## src/rtl/i2s_frame_tx_pkg.sv

```systemverilog
// rtl/i2s_frame_tx_pkg.sv - frame timing constants and sample pair type for the I2S transmitter
package i2s_frame_tx_pkg;

  localparam int FRAME_LEN      = 512;
  localparam int SAMPLE_W       = 16;
  localparam int BITS_PER_FRAME = 2 * SAMPLE_W;
  localparam int CNT_W          = $clog2(FRAME_LEN);

  // Load happens on the edge leaving this count: start of bit period 1.
  localparam logic [CNT_W-1:0] LOAD_CNT = 9'd15;

  localparam int MCLK_BIT = 1;
  localparam int SCK_BIT  = 3;
  localparam int LRCK_BIT = CNT_W - 1;

  typedef struct packed {
    logic [SAMPLE_W-1:0] left;
    logic [SAMPLE_W-1:0] right;
  } sample_pair_t;

  // True on the edge where sck is about to fall (cnt[3:0] wraps 15 -> 0).
  function automatic logic sck_fall_edge(input logic [CNT_W-1:0] cnt);
    return &cnt[SCK_BIT:0];
  endfunction

endpackage

```

## src/rtl/i2s_frame_tx_if.sv

```systemverilog
// rtl/i2s_frame_tx_if.sv - sample pair valid/ready handshake into the I2S transmitter
interface i2s_frame_tx_if;
  import i2s_frame_tx_pkg::*;

  logic [SAMPLE_W-1:0] audio_in_left;
  logic [SAMPLE_W-1:0] audio_in_right;
  logic                sample_valid;
  logic                sample_ready;

  modport master (
    output audio_in_left,
    output audio_in_right,
    output sample_valid,
    input  sample_ready
  );

  modport slave (
    input  audio_in_left,
    input  audio_in_right,
    input  sample_valid,
    output sample_ready
  );

endinterface

```

## src/rtl/i2s_sample_buf.sv

```systemverilog
// rtl/i2s_sample_buf.sv - single-entry holding register with replay of the last transmitted pair
module i2s_sample_buf
  import i2s_frame_tx_pkg::*;
(
  input  logic         clk,
  input  logic         rst,
  i2s_frame_tx_if.slave smp,
  input  logic         load,
  output sample_pair_t frame_data,
  output logic         starved
);

  sample_pair_t hold_q;
  sample_pair_t last_frame_q;
  logic         hold_full_q;
  logic         accept;

  assign smp.sample_ready = !hold_full_q;
  assign accept           = smp.sample_valid && !hold_full_q;
  assign starved          = !hold_full_q;

  // An empty holding register means the frame repeats what was last sent.
  assign frame_data = hold_full_q ? hold_q : last_frame_q;

  always_ff @(posedge clk) begin
    if (rst) begin
      hold_q       <= '0;
      last_frame_q <= '0;
      hold_full_q  <= 1'b0;
    end else begin
      // Accept and load are exclusive while full; when empty, a same-edge
      // accept wins so the new pair waits for the following frame.
      if (accept) begin
        hold_q      <= {smp.audio_in_left, smp.audio_in_right};
        hold_full_q <= 1'b1;
      end else if (load) begin
        hold_full_q <= 1'b0;
      end
      if (load) begin
        last_frame_q <= frame_data;
      end
    end
  end

endmodule

```

## src/rtl/i2s_frame_tx.sv

```systemverilog
// rtl/i2s_frame_tx.sv - I2S transmitter: frame counter, serial shifter and underrun reporting
module i2s_frame_tx
  import i2s_frame_tx_pkg::*;
#(
  parameter int UCNT_W = 8
) (
  input  logic              clk,
  input  logic              rst,
  i2s_frame_tx_if.slave     smp,
  output logic              audio_mclk,
  output logic              audio_lrck,
  output logic              audio_sck,
  output logic              audio_sdin,
  output logic              underrun,
  output logic [UCNT_W-1:0] underrun_cnt
);

  logic [CNT_W-1:0]          cnt;
  logic [BITS_PER_FRAME-1:0] shift_q;
  logic                      load;
  logic                      shift_en;
  logic                      starved;
  sample_pair_t              frame_data;

  assign load     = (cnt == LOAD_CNT);
  assign shift_en = sck_fall_edge(cnt) && !load;

  i2s_sample_buf u_buf (
    .clk        (clk),
    .rst        (rst),
    .smp        (smp),
    .load       (load),
    .frame_data (frame_data),
    .starved    (starved)
  );

  always_ff @(posedge clk) begin
    if (rst) begin
      cnt          <= '0;
      shift_q      <= '0;
      underrun     <= 1'b0;
      underrun_cnt <= '0;
    end else begin
      cnt      <= cnt + 1'b1;
      underrun <= load && starved;
      if (load) begin
        shift_q <= frame_data;
      end else if (shift_en) begin
        shift_q <= {shift_q[BITS_PER_FRAME-2:0], 1'b0};
      end
      if (load && starved && !(&underrun_cnt)) begin
        underrun_cnt <= underrun_cnt + 1'b1;
      end
    end
  end

  // All clocks are taps of the registered counter, so they change glitch-free.
  assign audio_mclk = cnt[MCLK_BIT];
  assign audio_sck  = cnt[SCK_BIT];
  assign audio_lrck = cnt[LRCK_BIT];
  assign audio_sdin = shift_q[BITS_PER_FRAME-1];

endmodule
```

## src/flat_wrapper.sv

```systemverilog
// flat-port wrapper written by rule: the top's interface ports become plain ports
module i2s_frame_tx_flat import i2s_frame_tx_pkg::*;
#(
  parameter int UCNT_W = 8
)
  (clk, rst, audio_mclk, audio_lrck, audio_sck, audio_sdin, underrun, underrun_cnt, smp_audio_in_left, smp_audio_in_right, smp_sample_valid, smp_sample_ready);
  i2s_frame_tx_if smp_i ();
  input  logic clk;
  input  logic rst;
  output logic audio_mclk;
  output logic audio_lrck;
  output logic audio_sck;
  output logic audio_sdin;
  output logic underrun;
  output logic [UCNT_W-1:0] underrun_cnt;
  input wire logic [$bits(smp_i.audio_in_left)-1:0] smp_audio_in_left;
  input wire logic [$bits(smp_i.audio_in_right)-1:0] smp_audio_in_right;
  input wire logic [$bits(smp_i.sample_valid)-1:0] smp_sample_valid;
  output wire logic [$bits(smp_i.sample_ready)-1:0] smp_sample_ready;
  assign smp_i.audio_in_left = smp_audio_in_left;
  assign smp_i.audio_in_right = smp_audio_in_right;
  assign smp_i.sample_valid = smp_sample_valid;
  assign smp_sample_ready = smp_i.sample_ready;
  i2s_frame_tx #(.UCNT_W(UCNT_W)) u_core (.clk(clk), .rst(rst), .smp(smp_i), .audio_mclk(audio_mclk), .audio_lrck(audio_lrck), .audio_sck(audio_sck), .audio_sdin(audio_sdin), .underrun(underrun), .underrun_cnt(underrun_cnt));
endmodule
```

## config.mk

```make
export PLATFORM = sky130hd
export DESIGN_NAME = i2s_frame_tx_flat
export DESIGN_NICKNAME = d
export VERILOG_FILES = /design/src/rtl/i2s_frame_tx_pkg.sv /design/src/rtl/i2s_frame_tx_if.sv /design/src/rtl/i2s_sample_buf.sv /design/src/rtl/i2s_frame_tx.sv /design/src/flat_wrapper.sv
export SDC_FILE = /design/constraint.sdc
export NUM_CORES = 1
export LEC_CHECK = 0
export BUFFER_PORTS_ARGS = -buffer_cell sky130_fd_sc_hd__buf_2
export CORE_MARGIN = 2
export CORE_UTILIZATION = 55
export DETAILED_ROUTE_END_ITERATION = 7
export PLACE_DENSITY = 0.85
export SYNTH_ARGS = -nofsm -noshare
export SYNTH_HDL_FRONTEND = slang
export SYNTH_HIERARCHICAL = 1
export SYNTH_SLANG_ARGS = --single-unit
```

## constraint.sdc

```tcl
create_clock -name clk -period 2.8 [get_ports clk]
set_clock_uncertainty 0.05 [all_clocks]
set_input_delay 0.14 -clock clk [delete_from_list [all_inputs] [get_ports clk]]
set_output_delay 0.14 -clock clk [all_outputs]
set_load 0.02 [all_outputs]
```

## Word-level counts from Yosys, hierarchy flattened

Index checks and enable logic that the tools add are counted.

- Register bits: 115
- Input bits: 35
- Output and inout bits: 14

- Add/subtract/negate cells: 2
- Equality and inequality tests: 1
- Multiplexer cells: 5
- Reductions and logical operators: 11

Operators by type and width:

| cell | number |
|---|---|
| 32-bit 2-to-1 mux | 3 |
| 9-bit by 1-bit adder with 9-bit output (second input constant) | 1 |
| 9-bit by 4-bit == test with 1-bit output (second input constant) | 1 |
| 8-bit by 1-bit adder with 8-bit output (second input constant) | 1 |
| 8-bit AND reduction | 1 |
| 1-bit logical AND | 4 |
| 4-bit AND reduction | 1 |
| 2-bit nonzero test | 2 |
| 1-bit logical NOT | 3 |
| 1-bit 2-to-1 mux | 2 |

## Logic depth before layout (Yosys ltp)

Gate-level depths: netlist of run 1.

- Word-level depth: 5
- Mapped depth: 9

## Cells and area by module

Netlist of run 1, hierarchy kept.

By module, submodules not included:

| module | instances | cells an instance | area each (um^2) |
|---|---|---|---|
| i2s_sample_buf | 1 | 290 | 3103.0 |
| i2s_frame_tx | 1 | 236 | 2175.8 |

## Worst setup path after synthesis of run 1

OpenSTA, ideal clock, no wires.

- Kind: register -> register
- Start point: register u_core.u_buf.hold_full_q
- End point: register u_core.underrun_cnt[5]
- Arrival: 2.154 ns
- Data required time: 2.629 ns
- Path slack: 0.475 ns
- Stages on the path, launching flop included: 9
- Path buffers: 3
- Cells stage by stage: dfxtp_1 > buf_6 > buf_4 > inv_1 > buf_4 > inv_1 > or4_4 > nor4b_1 > mux2_2

- Cells in the longest elaborated chain, start to end: 3

Ends and longest elaborated chain:

| item | RTL line | text |
|---|---|---|
| from (decl) | i2s_sample_buf.sv:15 | `logic hold_full_q;` |
| from (signal assigned) | i2s_sample_buf.sv:29 | `hold_full_q <= 1'b0;` |
| from (signal assigned) | i2s_sample_buf.sv:35 | `hold_full_q <= 1'b1;` |
| from (signal assigned) | i2s_sample_buf.sv:37 | `hold_full_q <= 1'b0;` |
| 1-bit logical NOT | -- |  |
| via smp_sample_ready | flat_wrapper.sv:19 | `output wire logic [$bits(smp_i.sample_ready)-1:0] smp_sample_ready;` |
| 1-bit logical AND (2 in a row) | i2s_frame_tx.sv:51 | `if (load && starved && !(&underrun_cnt)) begin` |
| to (signal assigned) | i2s_frame_tx.sv:52 | `underrun_cnt <= underrun_cnt + 1'b1;` |
| to (decl) | i2s_frame_tx.sv:15 | `output logic [UCNT_W-1:0] underrun_cnt` |

The timed path passes the listed nets, and every way through them passes these cells.
A chain may end at the register's enable or synchronous reset.

## Worst setup path in the final report of run 1

- Start point: register u_core.cnt[5]
- End point: register u_core.underrun_cnt[5]

- Cells in the longest elaborated chain, start to end: 3

Ends and longest elaborated chain:

| item | RTL line | text |
|---|---|---|
| from (decl) | i2s_frame_tx.sv:18 | `logic [CNT_W-1:0] cnt;` |
| from (signal assigned) | i2s_frame_tx.sv:44 | `cnt <= cnt + 1'b1;` |
| 9-bit by 4-bit == test with 1-bit output | i2s_frame_tx.sv:25 | `assign load = (cnt == LOAD_CNT);` |
| 1-bit logical AND (2 in a row) | i2s_frame_tx.sv:51 |  |

No other way between the ends.

==> impl_metrics.ini, run 1 <==
[floorplanning]
core.rowCount = 35
fp.dieW_um = 102
design.die.area_sq_mm = 0.0104
initial_utilization_pct = 56.9
pin_count = 49
core_area_sq_mm = 0.00928
fp.dieH_um = 102

[route]
vias_per_cell = 5.60
route.detailed.drc = 0
route.final.wire_length_um = 11600
via_count = 4120
route.antenna.remaining_nets = 0
drt_pre_antenna_iters = 5
wire_per_inst_um = 15.8
initialDrtViolationCount = 221

[grt]
global_route_wire_length_before_repair_um = 19200
vias_in_the_first_global_route = 4104
grt_overflow = 0
grt_max_degree = 69
grt_antenna_before_repair = 0
globalRouteTotalUtil_pct = 23.6

[placed_design]
port-buffer-count = 48
dp_worst_setup_slack_ps = 497
detailed_place.area_sq_mm = 0.00556
total_placed_cells_including_tap_cells = 672
gp_routability_congestion = 0.810
hpwlAfterDp_um = 6750

[hold_path]
holdCritPathClass = in2reg

[synthesis]
synth.cell_area_sq_mm = 0.00528
synth_top_cell_area_share_pct = 43.6
yosys_warnings = 6
post_synth_main_area_contributors = dfxtp_1 44%, mux2i_1 12%, nand2b_1 7.6%
post-synth-top-count-cell = dfxtp_1
synthesis.instances = 526
post_synth_num_cell_types = 40
postSynth.asyncResetShare_pct = 0
synthDominantAreaCellType = dfxtp_1
postSynthRegisterBits = 115
synth_common_cells = 115 x dfxtp_1, 65 x mux2i_1, 64 x nand2b_1
seq_area_frac_synth_pct = 43.6
mappedNetlistNets = 563
most_used_flip_flop_cell_after_synthesis = dfxtp_1
number_of_flops_mapped_to_enable_cells_by_yosys = 0
synthesis.area_per_instance_sq_um = 10.0

[power_and_ir_drop]
power_per_cell_area_mw_per_mm2 = 626
vdd.ir_drop.worst_uv = 460
cellLeakagePower_nw = 2.80
total_power_mw = 4.05
p_comb_share_pct = 6.4
seqPwrFrac_pct = 41.8
netSwitchingFraction_pct = 21.4
clockPowerShare_pct = 51.8
power_spent_charging_and_discharging_nets_uw = 866
p_int_mw = 3.19

[setup_path]
worstSetupEndpointType = flop
ff2ff_setup_slack_ps = 480
critical_path_required_ps = 3150
critPathArrivalTime_ps = 2670
setup.worst_path.start_class = flop
crit_path_max_fanout = 11
critical_path_class = reg2reg

[finish]
nNetsFinal = 631
multiInputGateArea_sq_mm = 0.00274
antennaDiodeCount = 0
fin_area_sq_mm = 0.00647
area_delta_synth_final_pct = 22.5
num-fill-cells = 648
fin_cells = 736
final_core_utilization_pct = 69.7
post_route_cells_drive_above_1_share_pct = 21.7
sequential_cell_area_sq_mm = 0.00230

[clock_network]
cts_made_buffers = 17
cts.repair.resized = 0
cts_hold_buffers = 32
worst_skew_pair.late_latency_ps = 510
max_h_tree_level = 4
clock_tree_from_tritoncts = done
maximum_buffer_depth_of_the_clock_tree = 2
post_cts_buffers = 0
clk_transition_reported_paths_ps = 60
clock_tree.root_cell = clkbuf_8
clkSinkCount = 115

[timing]
min_period_ps = 2320
max_freq_ghz = 0.431
timing.final.ws_setup_ps = 477
timing.hold.ws_ps = 132
final.setup.tns_ps = 0
hold_viol = 0
setup-violations-final = 0
worst-slew-pin-transition_ps = 744
grt_setup_unrepaired = no
layout_worst_path_cycle_share_pct = 83.0
finalMaxSlewViolations = 0
worst_slew_margin_rel_pct = 50.4

[run_status]
status = finished clean

[flow_run]
count_of_maximum_capacitance_violations = 0
final cells by class:
cell class	count	share of cell area, %
multi-input combinational	362	42.4
sequential	115	35.6
timing repair buffer	92	10.1
clock buffer	23	7.52
tap	129	2.50
clock inverter	9	1.57
inverter	6	0.348
critical path, stage by stage (launching register included):
cell	delay, ps
dfxtp_1	340
or4_4	580
or4_4	510
nor4b_1	360
mux2_2	370
metal layers:
layer	global-route usage (%)	vias to the layer above	share of wire, %
met5	0	-	0
met4	9.03	0	1.4
met3	5.34	16	3.6
met2	40.8	90	52
met1	28.6	1998	43
li1	-	2016	-
logic make-up (layout without fill, tap and decap cells):
logic type,after synthesis,after routing,share of synthesized area (%)
XOR/XNOR,6,6,0.995
AO/OA/AOI/OAI,96,96,10.2
AND/OR/NAND/NOR,160,160,20.8
flip-flops,115,115,43.6
multiplexers,98,98,19.4
buffers and inverters,49,130,4.60
adder cells (fa/ha/maj),2,2,0.474
power by group through the flow:
stage | clock [mW] | combinational (mW) | sequential (mW)
5_1_grt | 2.20 | 0.285 | 1.70
4_1_cts | 2.12 | 0.258 | 1.69
6_report | 2.10 | 0.261 | 1.69
3_5_place_dp | 0 | 0.222 | 1.72
2_1_floorplan | 0 | 0.163 | 1.72
3_3_place_gp | 0 | 0.215 | 1.72
final timing paths:
path | from | endpoint | depth (start not counted)
worst min register to register | u_core/cnt[0] | u_core/cnt[0] | 1
worst max register to register | u_core/cnt[5] | u_core/underrun_cnt[5] | 4
worst max-delay path | u_core/cnt[5] | u_core/underrun_cnt[5] | 4
worst min-delay path | rst | u_core/shift_q[26] | 2
registers in the layout, summed over array words and instances, names as in the netlist:
register and cells:
u_core/underrun_cnt 8, u_core/u_buf/hold_full_q 1, u_core/cnt 9, u_core/u_buf/last_frame_q 32
u_core/u_buf/hold_q 32, u_core/underrun 1, u_core/shift_q 32
cells in the final DEF, fill, tap and decap left out, types with 22 or more instances in the layout:
master	n
buf_2	48
dfxtp_1	114
mux2_2	33
a21oi_1	23
nand2b_1	64
mux2i_1	65
nor2_1	22
nand4bb_1	32
o21ai_0	44
dlygate4sd3_1	32
Power figures use the tool's default switching activity.
==> inputs of run 2 (changes only) <==
- CORE_UTILIZATION: 55 -> 53
- clock period: 2.8 -> 2.1 ns (I/O delays scaled with it)
==> run 2 against run 1 <==
Against the previous run: the flow now finishes with violations (negative setup slack); sequential power grew 34%; routed wire length grew 3.0%; global-route usage shrank 1.2 points; total power grew 34%; critical path depth grew 1; register-to-register slack lost 500 ps; first-iteration DRC count grew 37%; via count grew 1.0%; die area grew 3.6%; critical path type unchanged; highest routed layer unchanged.
==> impl_metrics.ini, run 2 (synthesis results as in run 1) <==
[grt]
grt_max_degree = 69
grt_antenna_before_repair = 0
global_route_wire_length_before_repair_um = 19600
globalRouteTotalUtil_pct = 22.4
grt_overflow = 0
vias_in_the_first_global_route = 4199

[placed_design]
dp_worst_setup_slack_ps = 12.6
port-buffer-count = 48
detailed_place.area_sq_mm = 0.00569
gp_routability_congestion = 0.819
total_placed_cells_including_tap_cells = 683
hpwlAfterDp_um = 6700

[finish]
antennaDiodeCount = 0
layout_common_cells = 114 x dfxtp_1, 65 x mux2i_1, 64 x nand2b_1
fin_area_sq_mm = 0.00664
area_delta_synth_final_pct = 25.8
post_route_cells_drive_above_1_share_pct = 22.5
nNetsFinal = 641
num-fill-cells = 711
layout_commonest_cell = dfxtp_1
reg.largest.list = u_core/shift_q (32), u_core/u_buf/hold_q (32), u_core/u_buf/last_frame_q (32)
fin_cells = 750

[floorplanning]
design.die.area_sq_mm = 0.0108
pin_count = 49
fp.dieW_um = 104
fp.dieH_um = 104
core.rowCount = 36
core_area_sq_mm = 0.00973
initial_utilization_pct = 54.3

[power_and_ir_drop]
cellLeakagePower_nw = 2.87
power_per_cell_area_mw_per_mm2 = 815
total_power_mw = 5.41
vdd.ir_drop.worst_uv = 624

[route]
drt_pre_antenna_iters = 5
initialDrtViolationCount = 302
route.final.wire_length_um = 12000
route.detailed.drc = 0
vias_per_cell = 5.55
via_count = 4161
route.antenna.remaining_nets = 0
wire_per_inst_um = 16.0

[setup_path]
critPathArrivalTime_ps = 2470
worstSetupEndpointType = flop
crit_path_max_fanout = 5
crit_path_leading_delay_family = simple AND/OR/NAND/NOR gates
setup.worst_path.start_class = flop
critical_path_class = reg2reg
max_stage_delay_ps = 540
timing.critical_path.buf_inv = 1
critical-path-top-cell-by-count = or4_4
cp_cell_sequence = or4_4, or4_4, buf_4, o31a_1, o21a_1
critical_path.slowest_cell = or4_4
critical_path_required_ps = 2450

[timing]
timing.final.ws_setup_ps = -23.8
worst-slew-pin-transition_ps = 700
hold_viol = 0
layout_worst_path_cycle_share_pct = 101
min_period_ps = 2120
worst_slew_margin_rel_pct = 53.3
finalMaxSlewViolations = 0
grt_setup_unrepaired = yes
max_freq_ghz = 0.471
setup-violations-final = 1

[clock_network]
max_h_tree_level = 4
clkSinkCount = 115
worst_skew_pair.late_latency_ps = 500
clock_tree_from_tritoncts = done
clk_transition_reported_paths_ps = 50
maximum_buffer_depth_of_the_clock_tree = 2
clock_tree.root_cell = clkbuf_8
cts_made_buffers = 17

[run_status]
failed_checks = negative setup slack
status = finished, violations left

[flow_run]
count_of_maximum_capacitance_violations = 0

[hold_path]
holdCritPathClass = in2reg
## run 2: cell count changes in the layout (fill, tap and decap cells not counted), sizes merged
cell and change:
clkbuf +6, clkinvlp -1, clkinv -5, dlygate4sd3 +2
buf +8
## run 2: layout make-up
cell class	count	area, sq um	share of cell area, %
Timing Repair Buffer	102	793	11.9
Inverter	6	25.0	0.377
Sequential cell	115	2300	34.7
Clock inverter	3	65.1	0.980
Tap cell	133	166	2.51
Clock buffer	29	519	7.82
Multi-Input combinational cell	362	2770	41.7
## run 2: final timing paths
check,from,endpoint,slack (ps),cells past startpoint
worst max-delay path,u_core/cnt[5],u_core/underrun_cnt[3],-20,5
worst min-delay path,smp_sample_valid,u_core/u_buf/hold_q[15],150,4
worst max register to register,u_core/cnt[5],u_core/underrun_cnt[3],-20,5
worst min register to register,u_core/cnt[0],u_core/cnt[0],400,1
## run 2: what timing repair did
| item | CTS | global route |
|---|---|---|
| buffers inserted | 0 | 1 |
| endpoints found under the hold margin | 32 | 0 |
| hold buffers | 34 | 0 |
| resized for setup | 2 | 1 |
| endpoints found under the setup margin | 6 | 2 |
## run 2: where the power goes
| group | switching (mW) | internal [mW] |
|---|---|---|
| clock network | 0.919 | 1.88 |
| logic | 0.168 | 0.190 |
| registers | 0.0266 | 2.23 |
## run 2: layer usage
layer	vias up	wire, um	global-route usage (%)
met5	-	0	0
met4	0	114	8.40
met3	15	454	5.10
met2	96	6250	38.7
met1	2008	5170	27.1
li1	2042	-	-
## run 2: worst register-to-register path: stages (launching register included)
cell	delay, ps
dfxtp_1	310
or4_4	540
or4_4	480
buf_4	170
o31a_1	290
o21a_1	180
## run 2: metrics by stage
stage	hold WS, ps	util, %	setup TNS [ps]
after floorplan	223	-	0
after CTS	130	68.1	-0.800
after global placement	313	58.5	0
after detailed placement	330	58.5	0
final	151	68.3	-23.8
after global routing	157	68.3	-120
==> inputs of run 3 (changes only) <==
- CORE_UTILIZATION: 53 -> 49
- PLACE_DENSITY: 0.85 -> 0.67
==> run 3 against run 2 <==
Against the previous run: the flow now finishes without violations; sequential share of layout area increased by 0.69 points; clock-buffer cell count is 5 lower; worst setup slack better by 54 ps; global-route usage fell by 2.6 points; maximum frequency increased by 2.6%; combinational power decreased by 3%; final cell count is 0.27% lower; largest cell class unchanged.
==> impl_metrics.ini, run 3 (synthesis results as in run 1) <==
[setup_path]
setup.worst_path.start_class = flop
crit_path_max_fanout = 5
max_stage_delay_ps = 540
worstSetupEndpointType = flop
critPathArrivalTime_ps = 2420
critical-path-top-cell-by-count = or4_4
crit_path_leading_delay_family = simple AND/OR/NAND/NOR gates
r2r_cells = 4
crit-reg2reg-capture = u_core/underrun_cnt[5]
critical_path.slowest_cell = or4_4
critical_path.reg2reg.startpoint = u_core/cnt[5]
ff2ff_setup_slack_ps = 30
cp_cell_sequence = or4_4, or4_4, nor4b_4, mux2_4
critical_path_required_ps = 2450
timing.critical_path.buf_inv = 0
critical_path_class = reg2reg

[hold_path]
worstHoldPathCells = 3
startpoint_of_the_tightest_hold_check_path = rst
holdCritPathClass = in2reg
min_delay_worst_endpoint = u_core/cnt[0]

[timing]
min_period_ps = 2070
layout_worst_path_cycle_share_pct = 98.6
hold_viol = 0
finalMaxSlewViolations = 0
timing.hold.ws_ps = 45.6
worst-slew-pin-transition_ps = 688
worst_slew_margin_rel_pct = 54.1
max_freq_ghz = 0.483
setup-violations-final = 0

[floorplanning]
fp.dieH_um = 108
design.die.area_sq_mm = 0.0116
initial_utilization_pct = 50.9
pin_count = 49
fp.dieW_um = 108
core.rowCount = 37
core_area_sq_mm = 0.0104

[placed_design]
gp_routability_congestion = 0.787
total_placed_cells_including_tap_cells = 686
hpwlAfterDp_um = 6320
port-buffer-count = 48

[clock_network]
cts_made_buffers = 17
max_h_tree_level = 4
clock_tree_from_tritoncts = done
post_cts_buffers = 0
clock_tree.root_cell = clkbuf_8
worst_skew_pair.late_latency_ps = 510
clk_transition_reported_paths_ps = 50
clkSinkCount = 115
maximum_buffer_depth_of_the_clock_tree = 2

[finish]
num-fill-cells = 866
layout_common_cells = 114 x dfxtp_1, 65 x mux2i_1, 64 x nand2b_1
reg.largest.list = u_core/shift_q (32), u_core/u_buf/hold_q (32), u_core/u_buf/last_frame_q (32)
post_route_cells_drive_above_1_share_pct = 22.5
layout_commonest_cell = dfxtp_1
antennaDiodeCount = 0
area_delta_synth_final_pct = 23.4
nNetsFinal = 638
fin_cells = 748

[grt]
grt_overflow = 0
globalRouteTotalUtil_pct = 19.8
grt_antenna_before_repair = 0
grt_max_degree = 69
vias_in_the_first_global_route = 3969
global_route_wire_length_before_repair_um = 18300

[run_status]
status = finished clean

[route]
initialDrtViolationCount = 203
route.antenna.remaining_nets = 0
vias_per_cell = 5.31
via_count = 3969
route.detailed.drc = 0
wire_per_inst_um = 14.4
route.final.wire_length_um = 10800
drt_pre_antenna_iters = 4

[flow_run]
count_of_maximum_capacitance_violations = 0

[power_and_ir_drop]
total_power_mw = 5.07
cellLeakagePower_nw = 2.83
vdd.ir_drop.worst_uv = 793
power_per_cell_area_mw_per_mm2 = 778
[run 3: how the worst max path moves through the flow]
stage / startpoint / to / slack [ps] / depth (start not counted)
final: u_core/cnt[5] / u_core/underrun_cnt[5] / 30 / 4
after global routing: u_core/cnt[5] / u_core/underrun_cnt[5] / -6 / 4
after CTS: u_core/cnt[5] / u_core/underrun_cnt[5] / 3 / 4
after detailed placement: u_core/cnt[5] / u_core/underrun_cnt[5] / 20 / 4
after global placement: u_core/cnt[5] / u_core/underrun_cnt[5] / 40 / 4
after floorplan: u_core/u_buf/hold_full_q / u_core/underrun_cnt[3] / 2 / 9
[run 3: final cells by class]
cell class              instances  area, sq um  area share [%]
flip-flops and latches        115         2300            35.4
repair buffers                 99          741            11.4
well taps                     136          170            2.61
multi-input cells             362         2760            42.4
inverters                       6         25.0           0.384
clock buffers                  24          480            7.38
clock inverters                 6         30.0           0.461
[run 3: routing by layer]
metal	vias up	global-route usage [%]	part of all wire [%]	routed length [um]
met1	1881	24.9	49	5230
met5	-	0	0	0
li1	2028	-	-	-
met2	55	32.8	48	5150
met3	5	5.08	2.9	315
met4	0	7.14	0.75	81
[run 3: timing repair]
item | in CTS | in global routing
hold buffers | 32 | 0
setup endpoints to repair | 0 | 5
endpoints found under the hold margin | 32 | 0
resized for setup | 0 | 3
[run 3: power by group]
group,total [mW],internal (mW),switching (mW)
registers,2.26,2.23,0.0248
clock network,2.46,1.54,0.916
logic,0.349,0.187,0.162
[run 3: worst register-to-register path: cells and delay by family, from the launching register on]
kind / cells / cell delay (ps)
flip-flops: 1 / 310
multiplexers: 1 / 320
AND/OR/NAND/NOR: 3 / 1280
[run 3: per-stage QoR]
step	instance area (sq um)	setup TNS, ps	utilization, %	setup slack [ps]
3_5_place_dp	5670	0	54.7	18.5
6_report	6510	0	62.8	29.7
3_3_place_gp	5670	0	54.7	41.9
5_1_grt	6510	-5.84	62.8	-5.84
4_1_cts	6500	0	62.7	2.97
2_1_floorplan	5290	0	-	2.05
